`src/rtl/rv32i_calc_mailbox_if.sv`:
```
// Host-side mailbox bus: request operands in and result out, each with a
// valid/ready handshake. The mailbox takes the slave modport and the
// requester takes the master modport.
`timescale 1ns/1ps
interface rv32i_calc_mailbox_if #(
   parameter int DATA_W   = 32,
   parameter int NUM_ARGS = 2
);
   logic                       req_valid;
   logic                       req_ready;
   logic [NUM_ARGS*DATA_W-1:0] req_args;
   logic                       res_valid;
   logic                       res_ready;
   logic [DATA_W-1:0]          res_data;
   logic                       res_timeout;

   modport slave (
      input  req_valid, req_args, res_ready,
      output req_ready, res_valid, res_data, res_timeout
   );

   modport master (
      output req_valid, req_args, res_ready,
      input  req_ready, res_valid, res_data, res_timeout
   );
endinterface

```
`src/rtl/rv32i_calc_mailbox.sv`:
```
// Host mailbox for an rv32i-class core. It takes NUM_ARGS operands, preloads
// them into core registers, releases the core from reset, and watches the
// core's register write port for the completion write. It then returns the
// captured result register, or flags a timeout.
// Optional feature macro: RV32I_MBOX_CYCLE_CNT_EN (adds o_res_cycles, the
// number of RUN cycles, saturating).
`timescale 1ns/1ps
module rv32i_calc_mailbox #(
   parameter int DATA_W       = 32,
   parameter int NUM_ARGS     = 2,
   parameter int ARG_BASE_REG = 10,
   parameter int RES_REG      = 10,
   parameter int DONE_REG     = 31,
   parameter int TIMEOUT_CYC  = 4096
) (
   input  logic                 clk,
   input  logic                 rst_n,
   rv32i_calc_mailbox_if.slave  bus,
   output logic                 o_core_rst_n,
   output logic                 o_arg_we,
   output logic [4:0]           o_arg_addr,
   output logic [DATA_W-1:0]    o_arg_data,
   input  logic                 i_snoop_we,
   input  logic [4:0]           i_snoop_addr,
   input  logic [DATA_W-1:0]    i_snoop_data
`ifdef RV32I_MBOX_CYCLE_CNT_EN
   ,
   output logic [31:0]          o_res_cycles
`endif
);

   if (NUM_ARGS < 1 || NUM_ARGS > 8) begin : g_bad_num_args
      $error("rv32i_calc_mailbox: NUM_ARGS must be 1..8");
   end
   if (ARG_BASE_REG + NUM_ARGS - 1 > 31) begin : g_bad_arg_base
      $error("rv32i_calc_mailbox: operand registers exceed x31");
   end

   localparam int IW = (NUM_ARGS > 1) ? $clog2(NUM_ARGS) : 1;
   // The timer only has to reach TIMEOUT_CYC-1, so this width is enough
   localparam int TW = (TIMEOUT_CYC > 1) ? $clog2(TIMEOUT_CYC) : 1;
   localparam logic [IW-1:0] LAST_IDX = IW'(NUM_ARGS - 1);
   localparam logic [TW-1:0] TO_LAST  = TW'((TIMEOUT_CYC > 0) ? TIMEOUT_CYC - 1 : 0);
   localparam logic [4:0]    BASE_A   = 5'(ARG_BASE_REG);
   localparam logic [4:0]    RES_A    = 5'(RES_REG);
   localparam logic [4:0]    DONE_A   = 5'(DONE_REG);

   typedef enum logic [1:0] {S_IDLE, S_LOAD, S_RUN, S_DONE} state_t;

   state_t            r_state, w_state_nxt;
   logic [DATA_W-1:0] r_args [NUM_ARGS];
   logic [IW-1:0]     r_idx;
   logic [TW-1:0]     r_timer;
   logic [DATA_W-1:0] r_shadow;
   logic [DATA_W-1:0] r_res_data;
   logic              r_res_timeout;

   logic w_accept, w_load_last, w_snoop_ok, w_res_hit, w_done_hit, w_timeout;

   assign w_accept    = bus.req_valid && (r_state == S_IDLE);
   assign w_load_last = (r_state == S_LOAD) && (r_idx == LAST_IDX);
   // Writes to x0 never change architectural state, so they are never snooped
   assign w_snoop_ok  = (r_state == S_RUN) && i_snoop_we && (i_snoop_addr != 5'd0);
   assign w_res_hit   = w_snoop_ok && (i_snoop_addr == RES_A);
   assign w_done_hit  = w_snoop_ok && (i_snoop_addr == DONE_A);
   assign w_timeout   = (r_state == S_RUN) && (TIMEOUT_CYC != 0) && (r_timer == TO_LAST);

   assign o_arg_addr      = BASE_A + 5'(r_idx);
   assign o_arg_data      = r_args[r_idx];
   assign bus.res_data    = r_res_data;
   assign bus.res_timeout = r_res_timeout;

   // State register; an async reset also pulls the core back into reset at once
   always_ff @(posedge clk or negedge rst_n) begin
      if (!rst_n) r_state <= S_IDLE;
      else        r_state <= w_state_nxt;
   end

   // Next state and the state-decoded handshake/core controls
   always_comb begin
      w_state_nxt   = r_state;
      bus.req_ready = 1'b0;
      bus.res_valid = 1'b0;
      o_arg_we      = 1'b0;
      o_core_rst_n  = 1'b0;
      case (r_state)
         S_IDLE: begin
            bus.req_ready = 1'b1;
            if (bus.req_valid) w_state_nxt = S_LOAD;
         end
         S_LOAD: begin
            o_arg_we = 1'b1;
            if (r_idx == LAST_IDX) w_state_nxt = S_RUN;
         end
         S_RUN: begin
            o_core_rst_n = 1'b1;
            if (w_done_hit || w_timeout) w_state_nxt = S_DONE;
         end
         S_DONE: begin
            bus.res_valid = 1'b1;
            if (bus.res_ready) w_state_nxt = S_IDLE;
         end
         default: w_state_nxt = S_IDLE;
      endcase
   end

   // Operand latch; pure data, always loaded before use so it needs no reset
   always_ff @(posedge clk) begin
      if (w_accept) begin
         for (int i = 0; i < NUM_ARGS; i++) r_args[i] <= bus.req_args[i*DATA_W +: DATA_W];
      end
   end

   // Shadow copy of the result register, cleared as the core is released
   always_ff @(posedge clk) begin
      if (w_load_last)    r_shadow <= '0;
      else if (w_res_hit) r_shadow <= i_snoop_data;
   end

   // Preload index, run timer and captured result; completion beats timeout
   always_ff @(posedge clk or negedge rst_n) begin
      if (!rst_n) begin
         r_idx         <= '0;
         r_timer       <= '0;
         r_res_data    <= '0;
         r_res_timeout <= 1'b0;
      end else begin
         if (w_accept)                                   r_idx <= '0;
         else if ((r_state == S_LOAD) && !w_load_last)   r_idx <= r_idx + 1'b1;
         if (w_load_last)            r_timer <= '0;
         else if (r_state == S_RUN)  r_timer <= r_timer + 1'b1;
         if (w_done_hit) begin
            r_res_data    <= w_res_hit ? i_snoop_data : r_shadow;
            r_res_timeout <= 1'b0;
         end else if (w_timeout) begin
            r_res_data    <= '0;
            r_res_timeout <= 1'b1;
         end
      end
   end

`ifdef RV32I_MBOX_CYCLE_CNT_EN
   logic [31:0] r_cycles;
   assign o_res_cycles = r_cycles;

   // Saturating count of RUN cycles, including the cycle that ends the run
   always_ff @(posedge clk or negedge rst_n) begin
      if (!rst_n)                                      r_cycles <= '0;
      else if (w_load_last)                            r_cycles <= '0;
      else if ((r_state == S_RUN) && (r_cycles != '1)) r_cycles <= r_cycles + 32'd1;
   end
`endif

endmodule

```
`src/flat_wrapper.sv`:
```
// flat-port wrapper written by rule: the top's interface ports become plain ports
module rv32i_calc_mailbox_flat 
#(
   parameter int DATA_W       = 32,
   parameter int NUM_ARGS     = 2,
   parameter int ARG_BASE_REG = 10,
   parameter int RES_REG      = 10,
   parameter int DONE_REG     = 31,
   parameter int TIMEOUT_CYC  = 4096
)
  (clk, rst_n, o_core_rst_n, o_arg_we, o_arg_addr, o_arg_data, i_snoop_we, i_snoop_addr, i_snoop_data, bus_req_valid, bus_req_args, bus_res_ready, bus_req_ready, bus_res_valid, bus_res_data, bus_res_timeout);
  rv32i_calc_mailbox_if #(.DATA_W(DATA_W), .NUM_ARGS(NUM_ARGS)) bus_i ();
  input  logic clk;
  input  logic rst_n;
  output logic o_core_rst_n;
  output logic o_arg_we;
  output logic [4:0] o_arg_addr;
  output logic [DATA_W-1:0] o_arg_data;
  input  logic i_snoop_we;
  input  logic [4:0] i_snoop_addr;
  input  logic [DATA_W-1:0] i_snoop_data;
  input wire logic [$bits(bus_i.req_valid)-1:0] bus_req_valid;
  input wire logic [$bits(bus_i.req_args)-1:0] bus_req_args;
  input wire logic [$bits(bus_i.res_ready)-1:0] bus_res_ready;
  output wire logic [$bits(bus_i.req_ready)-1:0] bus_req_ready;
  output wire logic [$bits(bus_i.res_valid)-1:0] bus_res_valid;
  output wire logic [$bits(bus_i.res_data)-1:0] bus_res_data;
  output wire logic [$bits(bus_i.res_timeout)-1:0] bus_res_timeout;
  assign bus_i.req_valid = bus_req_valid;
  assign bus_i.req_args = bus_req_args;
  assign bus_i.res_ready = bus_res_ready;
  assign bus_req_ready = bus_i.req_ready;
  assign bus_res_valid = bus_i.res_valid;
  assign bus_res_data = bus_i.res_data;
  assign bus_res_timeout = bus_i.res_timeout;
  rv32i_calc_mailbox #(.DATA_W(DATA_W), .NUM_ARGS(NUM_ARGS), .ARG_BASE_REG(ARG_BASE_REG), .RES_REG(RES_REG), .DONE_REG(DONE_REG), .TIMEOUT_CYC(TIMEOUT_CYC)) u_core (.clk(clk), .rst_n(rst_n), .bus(bus_i), .o_core_rst_n(o_core_rst_n), .o_arg_we(o_arg_we), .o_arg_addr(o_arg_addr), .o_arg_data(o_arg_data), .i_snoop_we(i_snoop_we), .i_snoop_addr(i_snoop_addr), .i_snoop_data(i_snoop_data));
endmodule
```
`config.mk`:
```
export PLATFORM = sky130hd
export DESIGN_NAME = rv32i_calc_mailbox_flat
export DESIGN_NICKNAME = d
export VERILOG_FILES = /design/src/rtl/rv32i_calc_mailbox_if.sv /design/src/rtl/rv32i_calc_mailbox.sv /design/src/flat_wrapper.sv
export SDC_FILE = /design/constraint.sdc
export NUM_CORES = 1
export LEC_CHECK = 0
export ABC_AREA = 1
export CAP_MARGIN = 20
export CORE_ASPECT_RATIO = 0.75
export CORE_MARGIN = 2
export CORE_UTILIZATION = 29
export CTS_CLUSTER_DIAMETER = 200
export DETAILED_ROUTE_END_ITERATION = 8
export SLEW_MARGIN = 10
export SYNTH_ARGS = -nofsm -noshare
export SYNTH_HDL_FRONTEND = slang
export SYNTH_SLANG_ARGS = --single-unit
```
`constraint.sdc`:
```
create_clock -name clk -period 7.2 [get_ports clk]
set_input_delay 1.44 -clock clk [delete_from_list [all_inputs] [get_ports clk]]
set_output_delay 1.44 -clock clk [all_outputs]
set_load 0.005 [all_outputs]
```
==> reports/qor.txt <==
Yosys reg bits = 144
Hold_buf cts = 0
Initial antenna violation count = 1
Cell count after synthesis = 682
Drt pass-1 iters = 5
CTS Buffer Depth = 2
Post-synth top cells = 220 x nand2_1, 84 x inv_1, 72 x nand3_1
P_leak = 3.90 nW
Clock H-tree levels = 4
Starting Density = 29.9%
Post-CTS Resized = 0
Critical path's largest stage delay = 0.64 ns
Clock transition at the registers of the reported paths = 0.06 ns
Hold path endpoint = u_core.bus.res_data[30]
Sw Ratio = 30.0%
GRT Total Usage = 14.9%
CP required = 7.50 ns
Vias per Instance = 4.41
Initial drt markers = 353
Fin Clk Skew = 0.0124 ns
Tot Pwr = 2.72 mW
TritonCTS Buffers = 17
Main flop type after synthesis = edfxtp_1
Internal Power = 1.90 mW
Slew headroom = 46.1%
Total gr overflow = 0
Worst Tran Pin Value = 0.808 ns
Max_cap viols = 0
Hold path depth = 2
Gpl congestion = 0.757
Sequential-to-total area share from yosys stat = 61.5%
Nets = 960
Clock power share = 32.2%
Postcts setup bufs = 0
Cell area power density = 311 mW/mm2
Global-route wire length before repair = 25.6 mm
Startpoint Class = input pin
Most used cell along the critical path = nand3_2
Kind of critical path = input pin to flip-flop
Total core area = 0.0204 mm2
FP Rows = 45
Critical path endpoint category = flip-flop
Die Y = 130 um
WL final = 16.7 mm
Comb power frac = 28.9%
Dominant cells by area after synthesis = edfxtp_1 31%, dfrtp_1 20%, nand2_1 13%
R2R Setup Slk = 4.43 ns
CTS tree = yes
Sw power = 814 uW
Top cell type's share of synthesized area = 31.4%
Fin util = 42.7%
R2r endpoint = u_core.bus.res_data[30]
Worst Hold Launch = u_core.bus.res_data[30]
WL/cell = 14.6 um
Max IR drop VDD = 0.000150 V
R2R cell count = 9
Worst-path maximum fanout = 34
I/O pin count = 180
Final worst path period share = 51.3%
Post-synth ARST share = 33.3%
Drt drc = 0
Crit-path cells = clkdlybuf4s50_1, nor2_1, nand3_2, nand3_2, buf_4, inv_2, nand3_1, nand2_1
Tmin final = 3.69 ns
Largest net degree at the start of global routing = 49
Mean Syn Cell Area = 8.97 um2
Slew Viols, Final = 0
Flop pwr share = 38.9%
DP HPWL = 11.0 mm
Area growth syn-to-layout = 42.5%
Vias in the first global route = 4643
Vias = 5046
Clk_lat worst skew = 0.42 ns
Unique masters post-synth = 27
Final setup violation count = 0
RSZ-0062 raised after global routing = no
Fillers = 2013
Crit-path slowest cell = nand3_2
EDFF count, synth = 64
Fmax = 271 MHz
Critical Path AT = 3.99 ns
I/O Buffers = 175
Layout cells sized above 1 = 5.57%
Multi-input logic area = 0.00186 mm2
Clk root buf = clkbuf_16
Die width = 172 um
Setup_tns = 0 ns
Clock Sinks = 144
Worst R2R Start = u_core.r_state[0]
Die area = 0.0223 mm2
Final hold violation count = 0
Most common cell in the netlist = nand2_1
Status = finished, final reports clean
Cell area after synthesis = 0.00612 mm2
Register area = 0.00376 mm2
DRT antenna net count = 0
Hold WC Path Type = flip-flop to flip-flop
Cell taking the most area after synthesis = edfxtp_1
Yosys warning total = 0
==> power by group through the flow <==
stage | clock, mW | sequential (mW) | combinational, mW
floorplan | 0 | 1.06 | 0.367
global placement | 0 | 1.07 | 0.775
detailed placement | 0 | 1.07 | 0.781
CTS | 0.895 | 1.06 | 0.783
global route | 0.926 | 1.07 | 0.879
finish | 0.875 | 1.05 | 0.785
==> cell families after synthesis <==
logic type                 count (synthesis)  synth area share (%)
AOI/OAI and AO/OA                         20                  1.74
xor gates and xnor gates                   1                 0.143
adders and majority gates                  5                  1.02
buffers and inverters                    124                  8.24
DFF                                      144                  61.5
other                                      2                 0.123
and+or+nand+nor                          386                  27.2
==> metrics by stage <==
step / instance area, um2 / worst slack [ns] / std cells / hold WS, ns
3_5_place_dp: 8100 / 3.08 / 1111 / 0.496
6_report: 8720 / 3.51 / 1145 / 0.504
3_3_place_gp: 8100 / 3.17 / 1111 / 0.496
5_1_grt: 8710 / 3.33 / 1144 / 0.528
4_1_cts: 8690 / 3.29 / 1143 / 0.512
2_1_floorplan: 6130 / 4.03 / 684 / 0.477
==> layer usage <==
layer	routed length (um)	vias to the layer above	track usage [%]	part of all wire (%)
met5	0	-	0	0
met4	143	0	4.44	0.86
met3	1630	11	5.13	9.7
met2	6880	213	21.3	41
met1	8060	2299	21.4	48
li1	-	2523	-	-
==> critical path, delay by kind of cell <==
kind / cells / cell delay (ns)
buf+inv: 3 / 1.24
simple gates: 5 / 1.28
==> placed cells by master (no fill, tap or decap), types with 3 or more instances in the layout <==
master / netlist / final
nand3_1: 72 / 72
buf_4: 5 / 7
o21ai_0: 7 / 7
dfrtp_1: 48 / 48
nor2_1: 51 / 51
inv_2: 2 / 3
nand3_2: 3 / 3
dfxtp_1: 32 / 32
nand4_1: 34 / 34
inv_1: 84 / 83
conb_1: 2 / 4
ha_1: 5 / 5
edfxtp_1: 64 / 64
inv_6: 0 / 3
clkbuf_16: 0 / 17
clkinv_4: 0 / 6
nand2_1: 220 / 220
clkdlybuf4s50_1: 0 / 174
a21oi_1: 9 / 9
==> cell type report <==
type,count,area share [%]
repair buffers,183,21.0
clock buffers,18,4.92
diodes,1,0.0287
inverters,87,3.75
clock inverters,14,1.81
flip-flops and latches,144,43.2
well taps,282,4.05
multi-input cells,416,21.3
==> state kept, by name, summed over array words and instances (netlist names) <==
name,cells
u_core.r_idx,1
u_core.r_args,64
u_core.r_state,2
u_core.r_shadow,32
u_core.r_timer,12
u_core.bus.res_data,32
u_core.bus.res_timeout,1
==> worst max path at each step <==
stage	startpoint	end	slack [ns]	cells past startpoint
6_report	i_snoop_addr[4]	u_core.bus.res_data[27]	3.51	8
5_1_grt	i_snoop_addr[4]	u_core.bus.res_data[28]	3.33	8
4_1_cts	u_core.r_idx	o_arg_data[5]	3.29	4
3_5_place_dp	i_snoop_addr[4]	u_core.bus.res_data[12]	3.08	8
3_3_place_gp	i_snoop_addr[4]	u_core.bus.res_data[22]	3.17	8
2_1_floorplan	bus_req_valid	u_core.r_args[0][0]	4.03	2
No activity file was read; power rests on OpenSTA's default activity.
